==> src/rtl/algorithm_range.sv <==
// Arithmetic range stream source: accepts (start, step, count) and emits
// count values start + k*step on a valid/ready stream, then completes the call.
module algorithm_range #(
  parameter int WIDTH = 8
) (
  input  logic             clk,
  input  logic             nrst,
  input  logic             in_valid,
  output logic             in_ready,
  output logic             out_valid,
  input  logic             out_ready,
  input  logic [WIDTH-1:0] start,
  input  logic [WIDTH-1:0] step,
  input  logic [WIDTH-1:0] count,
  output logic [WIDTH-1:0] sOut,
  output logic             sOut_valid,
  input  logic             sOut_ready
);

  typedef enum logic [1:0] {
    S_IDLE = 2'd0,
    S_EMIT = 2'd1,
    S_DONE = 2'd2
  } state_t;

  state_t           r_state;
  state_t           w_state_next;
  logic [WIDTH-1:0] r_cur;
  logic [WIDTH-1:0] r_inc;
  logic [WIDTH-1:0] r_remaining;
  logic [WIDTH-1:0] w_cur_next;
  logic [WIDTH-1:0] w_inc_next;
  logic [WIDTH-1:0] w_remaining_next;
  logic             w_accept;
  logic             w_xfer;

  // Handshake outputs decode straight from the state register, so sOut_ready
  // never reaches sOut_valid combinationally.
  assign in_ready   = (r_state == S_IDLE) & nrst;
  assign sOut_valid = (r_state == S_EMIT);
  assign out_valid  = (r_state == S_DONE);
  assign sOut       = r_cur;

  assign w_accept = in_valid & in_ready;
  assign w_xfer   = sOut_valid & sOut_ready;

  always_comb begin
    w_state_next     = r_state;
    w_cur_next       = r_cur;
    w_inc_next       = r_inc;
    w_remaining_next = r_remaining;
    case (r_state)
      S_IDLE: begin
        if (w_accept) begin
          w_cur_next       = start;
          w_inc_next       = step;
          w_remaining_next = count;
          w_state_next     = (count == '0) ? S_DONE : S_EMIT;
        end
      end
      S_EMIT: begin
        if (w_xfer) begin
          w_cur_next       = r_cur + r_inc;
          w_remaining_next = r_remaining - WIDTH'(1);
          if (r_remaining == WIDTH'(1)) begin
            w_state_next = S_DONE;
          end
        end
      end
      S_DONE: begin
        if (out_ready) begin
          w_state_next = S_IDLE;
        end
      end
      default: begin
        w_state_next = S_IDLE;
      end
    endcase
  end

  always_ff @(posedge clk) begin
    if (!nrst) begin
      r_state     <= S_IDLE;
      r_cur       <= '0;
      r_inc       <= '0;
      r_remaining <= '0;
    end else begin
      r_state     <= w_state_next;
      r_cur       <= w_cur_next;
      r_inc       <= w_inc_next;
      r_remaining <= w_remaining_next;
    end
  end

endmodule
==> config.mk <==
export PLATFORM = sky130hd
export DESIGN_NAME = algorithm_range
export DESIGN_NICKNAME = d
export VERILOG_FILES = /design/src/rtl/algorithm_range.sv
export SDC_FILE = /design/constraint.sdc
export NUM_CORES = 1
export LEC_CHECK = 0
export CORE_MARGIN = 5
export CORE_UTILIZATION = 52
export CTS_CLUSTER_DIAMETER = 200
export DETAILED_ROUTE_END_ITERATION = 16
export PLACE_DENSITY = 0.95
export SLEW_MARGIN = 10
export SYNTH_ARGS = -nofsm -noshare
export SYNTH_HDL_FRONTEND = slang
export SYNTH_SLANG_ARGS = --single-unit
export TNS_END_PERCENT = 30
==> constraint.sdc <==
create_clock -name clk -period 3.5 [get_ports clk]
set_input_delay 0.7 -clock clk [delete_from_list [all_inputs] [get_ports clk]]
set_output_delay 0.7 -clock clk [all_outputs]
set_load 0.005 [all_outputs]
==> reports/results.ini, run 1 <==
[clock_tree]
hold_buffers = 0
htreeDepth = 1
cts.sinks = 26
clock_path_buffers = 2
cts.repair.resized = 0
cts_tree = yes
cts_buffers = 3
clkTransAtPathRegs_ns = 0.14
insertion_delay_ns = 0.31
cts_setup_buffers = 0
cts_root_buf = clkbuf_4

[grt]
grt_use_total_pct = 17.91
antenna_found_initial = 0
grt_first_pass_wirelength_mm = 6.189
grt_pass1_vias = 1527
grt_max_degree = 27
grt_overflow_total = 0

[synth]
synthesis.nets = 239
synth.area.top_cells = dfxtp_1, nand2_1, ha_1, o21ai_0, a21oi_1
yosys_register_bits = 26
synth_warnings = 0
synth.distinct_cells = 43
synth_top_flop_cell = dfxtp_1
synth_cells = 200
synth_most_common_cell = nand2_1
synth_edf_count = 0
synth_top_area_share_pct = 32.86
synthTopCellsByCount = nand2_1, dfxtp_1, o21ai_0
synthArstFlopShare_pct = 0
syn_area_um2 = 1584
yosysSeqAreaShare_pct = 32.86
avgSynthCellArea_um2 = 7.920
yosysTopAreaCell = dfxtp_1

[worst_setup_path]
cpPeakStageDelay_ns = 0.52
cp_max_fo = 3
crit_arrival_ns = 1.85
rrSetupSlack_ns = 1.52
rr_startpoint = r_state[1]$_SDFFE_PN0P_
required_ns = 2.80
critical_path_class = input port to output pin
timing.rr.end = r_remaining[3]$_SDFFE_PN0P_
cp-end-kind = output pin
path_cells = clkdlybuf4s50_1, and2_1, clkdlybuf4s50_1
setup.worst_path.start_class = input port
worst_path_max_delay_cell = clkdlybuf4s50_1
crit_top_cell = clkdlybuf4s50_1
r2r_cells = 7

[placed_design]
dp_hpwl_mm = 2.749
portBuffers = 39
placed_cell_area_um2 = 1952
gp_congestion = 0.8492
place_ws_ns = 0.9473

[sta]
fmax_mhz = 392.0
final-hold-violation-count = 0
setup_viol = 0
fin_crit_ns = 2.551
finalClockSkew_ns = 0.005198
slew_violations = 0
max_slew_margin_pct = 57.20
fin_hold_ws_ns = 0.4707
fin_crit_sh_pct = 72.88
rsz0062_at_grt = false
fin_ws_ns = 0.9493
worst-slew-pin-transition_ns = 0.6361
setup_tns_ns = 0

[route]
ant_nets = 0
vias = 1526
drt_wl_total_mm = 3.602
drt_iter0_drc = 64
routedWlPerCell_um = 13.59
vias_per_cell = 5.758
drc = 0
dr.pass1.iters = 4

[pwr]
ir_worst_vdd_v = 0.0002005
p_leak_nw = 0.7884
power.density_nw_per_um2 = 363.2
power_uw = 717.1

[floorplan]
start_util_pct = 53.19
core-area_um2 = 2978
die-area_um2 = 4250
fp.dieW_um = 65.19
fp-row-count = 20
ios = 40
die_h_um = 65.19

[layout]
areaGrowthSynthToFinish_pct = 24.64
nets = 273
diodes = 0
drive_above_1_share_pct = 4.741
final_area_um2 = 1974

[min_path]
whs_endpoint = r_inc[3]$_SDFFE_PN0P_
hold_path.startpoint = r_inc[3]$_SDFFE_PN0P_
min_path_type = flop to flop
hold_depth = 2

[flow_run]
drv_cap = 0

[status]
status = finished, final reports clean

-- worst max-delay path by stage --
stage / endpoint / start / slack (ns) / depth (start not counted)
after floorplan: in_ready / nrst / 1.54 / 3
after global placement: in_ready / nrst / 0.97 / 3
after detailed placement: r_remaining[6]$_SDFFE_PN0P_ / nrst / 0.95 / 6
after CTS: in_ready / nrst / 0.96 / 3
after global routing: in_ready / nrst / 0.90 / 3
final: in_ready / nrst / 0.95 / 3
-- placed cells by master, fill, tap and decap left out, types with 3 or more instances in the layout --
| cell | instances |
|---|---|
| inv_1 | 6 |
| ha_1 | 9 |
| nor2b_1 | 6 |
| nand2_1 | 34 |
| a21oi_1 | 20 |
| o21ai_0 | 22 |
| and2_1 | 4 |
| clkdlybuf4s50_1 | 39 |
| dfxtp_1 | 26 |
| xnor2_1 | 3 |
| nor2_1 | 8 |
| o211a_1 | 4 |
| nor3_1 | 4 |
| o211ai_1 | 6 |
| clkbuf_4 | 3 |
| o21ai_1 | 3 |
-- final cells by class --
cell class	instances	area (µm²)
inverter	7	28.78
sequential	26	520.5
clock buffer	3	22.52
multi-input combinational	155	955.9
tap	33	41.29
fill	226	1003
timing repair buffer	41	405.4
-- worst max-delay path: cells and delay by family --
family,cells,cell delay [ns]
buf+inv,2,1.01
simple gates,1,0.14
-- kinds of logic (layout without fill, tap and decap cells) --
group,Yosys count,after routing,synth area share [%]
AO/OA/AOI/OAI,69,69,27.01
XOR/XNOR,4,4,2.212
adder cells (fa/ha/maj),10,10,8.373
buffers and inverters,19,51,6.792
flip-flops,26,26,32.86
multiplexers,2,2,1.264
AND/OR/NAND/NOR,70,70,21.49
-- per-layer routing --
layer	vias to the layer above	routed length, µm	track usage (%)
met4	0	44	5.699
met2	45	1825	33.50
met1	696	1528	20.06
met3	4	204	3.590
met5	-	0	0
li1	781	-	-
-- through the flow --
stage | utilization [%] | instances
4_1_cts | 66.30 | 265
3_3_place_gp | 65.55 | 262
6_report | 66.30 | 265
5_1_grt | 66.30 | 265
3_5_place_dp | 65.55 | 262
2_1_floorplan | - | 200
-- flip-flops by register name, indices dropped and copies added, names as in the netlist --
register / flops
r_remaining: 8
r_state: 2
r_inc: 8
sOut: 8
-- report_power, final --
| group | internal [mW] | switching (mW) |
|---|---|---|
| clock network | 0.0402 | 0.0846 |
| logic | 0.121 | 0.120 |
| registers | 0.325 | 0.0253 |
Note: power is estimated with default switching activity, not from simulation.
==> run 2: changes to the inputs <==
CORE_UTILIZATION = 44   (was 52)
PLACE_DENSITY = 0.87   (was 0.95)
clock period = 2.2 ns   (was 3.5 ns; I/O delays follow)
==> reports/results.ini, run 2 (synthesized netlist as in run 1, its figures left out) <==
[status]
status = finished, final reports clean

[clock_tree]
cts_setup_buffers = 0
cts.repair.resized = 0
cts_buffers = 3
clkTransAtPathRegs_ns = 0.14
htreeDepth = 1
cts.sinks = 26
hold_buffers = 0
insertion_delay_ns = 0.32
clock_path_buffers = 2
cts_root_buf = clkbuf_4
cts_tree = yes

[worst_setup_path]
critical_path_class = flop to output pin
required_ns = 1.76
worst_path_max_delay_cell = clkdlybuf4s50_1
rrSetupSlack_ns = 0.29
setup.worst_path.start_class = flop
cp_max_fo = 12
cp-end-kind = output pin
path_cells = nand2b_1, inv_4, clkdlybuf4s50_1
crit_arrival_ns = 1.62
cpPeakStageDelay_ns = 0.53

[layout]
fin_util_pct = 59.82
areaGrowthSynthToFinish_pct = 28.99
layout_commonest_cell = clkdlybuf4s50_1
diodes = 0
drive_above_1_share_pct = 6.356
nFillCells = 329
nets = 276
layout_common_cells = clkdlybuf4s50_1, nand2_1, dfxtp_1, o21ai_0, a21oi_1

[floorplan]
fp-row-count = 21
fp.dieW_um = 70
die_h_um = 70
die-area_um2 = 4900
ios = 40
core-area_um2 = 3416
start_util_pct = 46.37

[sta]
final-hold-violation-count = 0
setup_viol = 0
rsz0062_at_grt = false
fin_hold_ws_ns = 0.4805
fin_ws_ns = 0.1430
fmax_mhz = 486.1
fin_crit_sh_pct = 93.50
slew_violations = 0
max_slew_margin_pct = 54.20
worst-slew-pin-transition_ns = 0.6808
finalClockSkew_ns = 0.002061
fin_crit_ns = 2.057
setup_tns_ns = 0

[grt]
grt_overflow_total = 0
grt_use_total_pct = 15.07
grt_max_degree = 27
grt_first_pass_wirelength_mm = 6.147
antenna_found_initial = 0
grt_pass1_vias = 1385

[placed_design]
portBuffers = 39
place_ws_ns = 0.1760
gp_congestion = 0.8647
dp_hpwl_mm = 2.853

[min_path]
min_path_type = flop to flop

[pwr]
p_leak_nw = 0.8179
ir_worst_vdd_v = 0.0003941
power.density_nw_per_um2 = 627.3
power_mw = 1.282

[route]
vias_per_cell = 5.454
drt_wl_total_mm = 3.768
drc = 0
ant_nets = 0
drt_iter0_drc = 93
routedWlPerCell_um = 13.36
vias = 1538
dr.pass1.iters = 4

[flow_run]
drv_cap = 0

[run 2: where the power goes]
part	leakage (nW)	switching (mW)	internal, mW	total, mW
clock	0.0279	0.144	0.184	0.328
sequential	0.214	0.0418	0.518	0.560
combinational	0.576	0.195	0.199	0.394
total	0.818	0.381	0.901	1.28
[run 2: stage by stage]
step	area [µm²]	cells
6_report	2043	282
5_1_grt	2043	282
4_1_cts	2043	282
3_5_place_dp	1991	278
3_3_place_gp	1991	278
2_1_floorplan	1584	200
[run 2: critical path, delay by kind of cell, from the launching register on]
family,cells,cell delay [ns]
and+or+nand+nor,1,0.21
DFF,1,0.38
buffers and inverters,2,0.70
[run 2: final timing paths]
kind | start | end | depth (start not counted)
min reg2reg | r_inc[3]$_SDFFE_PN0P_ | r_inc[3]$_SDFFE_PN0P_ | 2
max | r_state[1]$_SDFFE_PN0P_ | sOut_valid | 3
max reg2reg | sOut[0]$_SDFFE_PN0P_ | sOut[4]$_SDFFE_PN0P_ | 9
min | r_inc[3]$_SDFFE_PN0P_ | r_inc[3]$_SDFFE_PN0P_ | 2
[run 2: final cells by class]
type                    instances  area [µm²]  area share [%]
clock buffers                   3       22.52           1.102
clock inverters                 1       30.03           1.470
inverters                       7       28.78           1.408
multi-input cells             155       955.9           46.79
flip-flops and latches         26       520.5           25.47
well taps                      46       57.56           2.817
repair buffers                 44       427.9           20.94
[run 2: metal layers]
metal | track usage, % | share of wire (%) | up-vias
met5 | 0 | 0 | -
met4 | 4.681 | 1.1 | 0
met3 | 2.582 | 5.1 | 5
met2 | 25.71 | 48 | 34
met1 | 19.25 | 46 | 713
li1 | - | - | 786
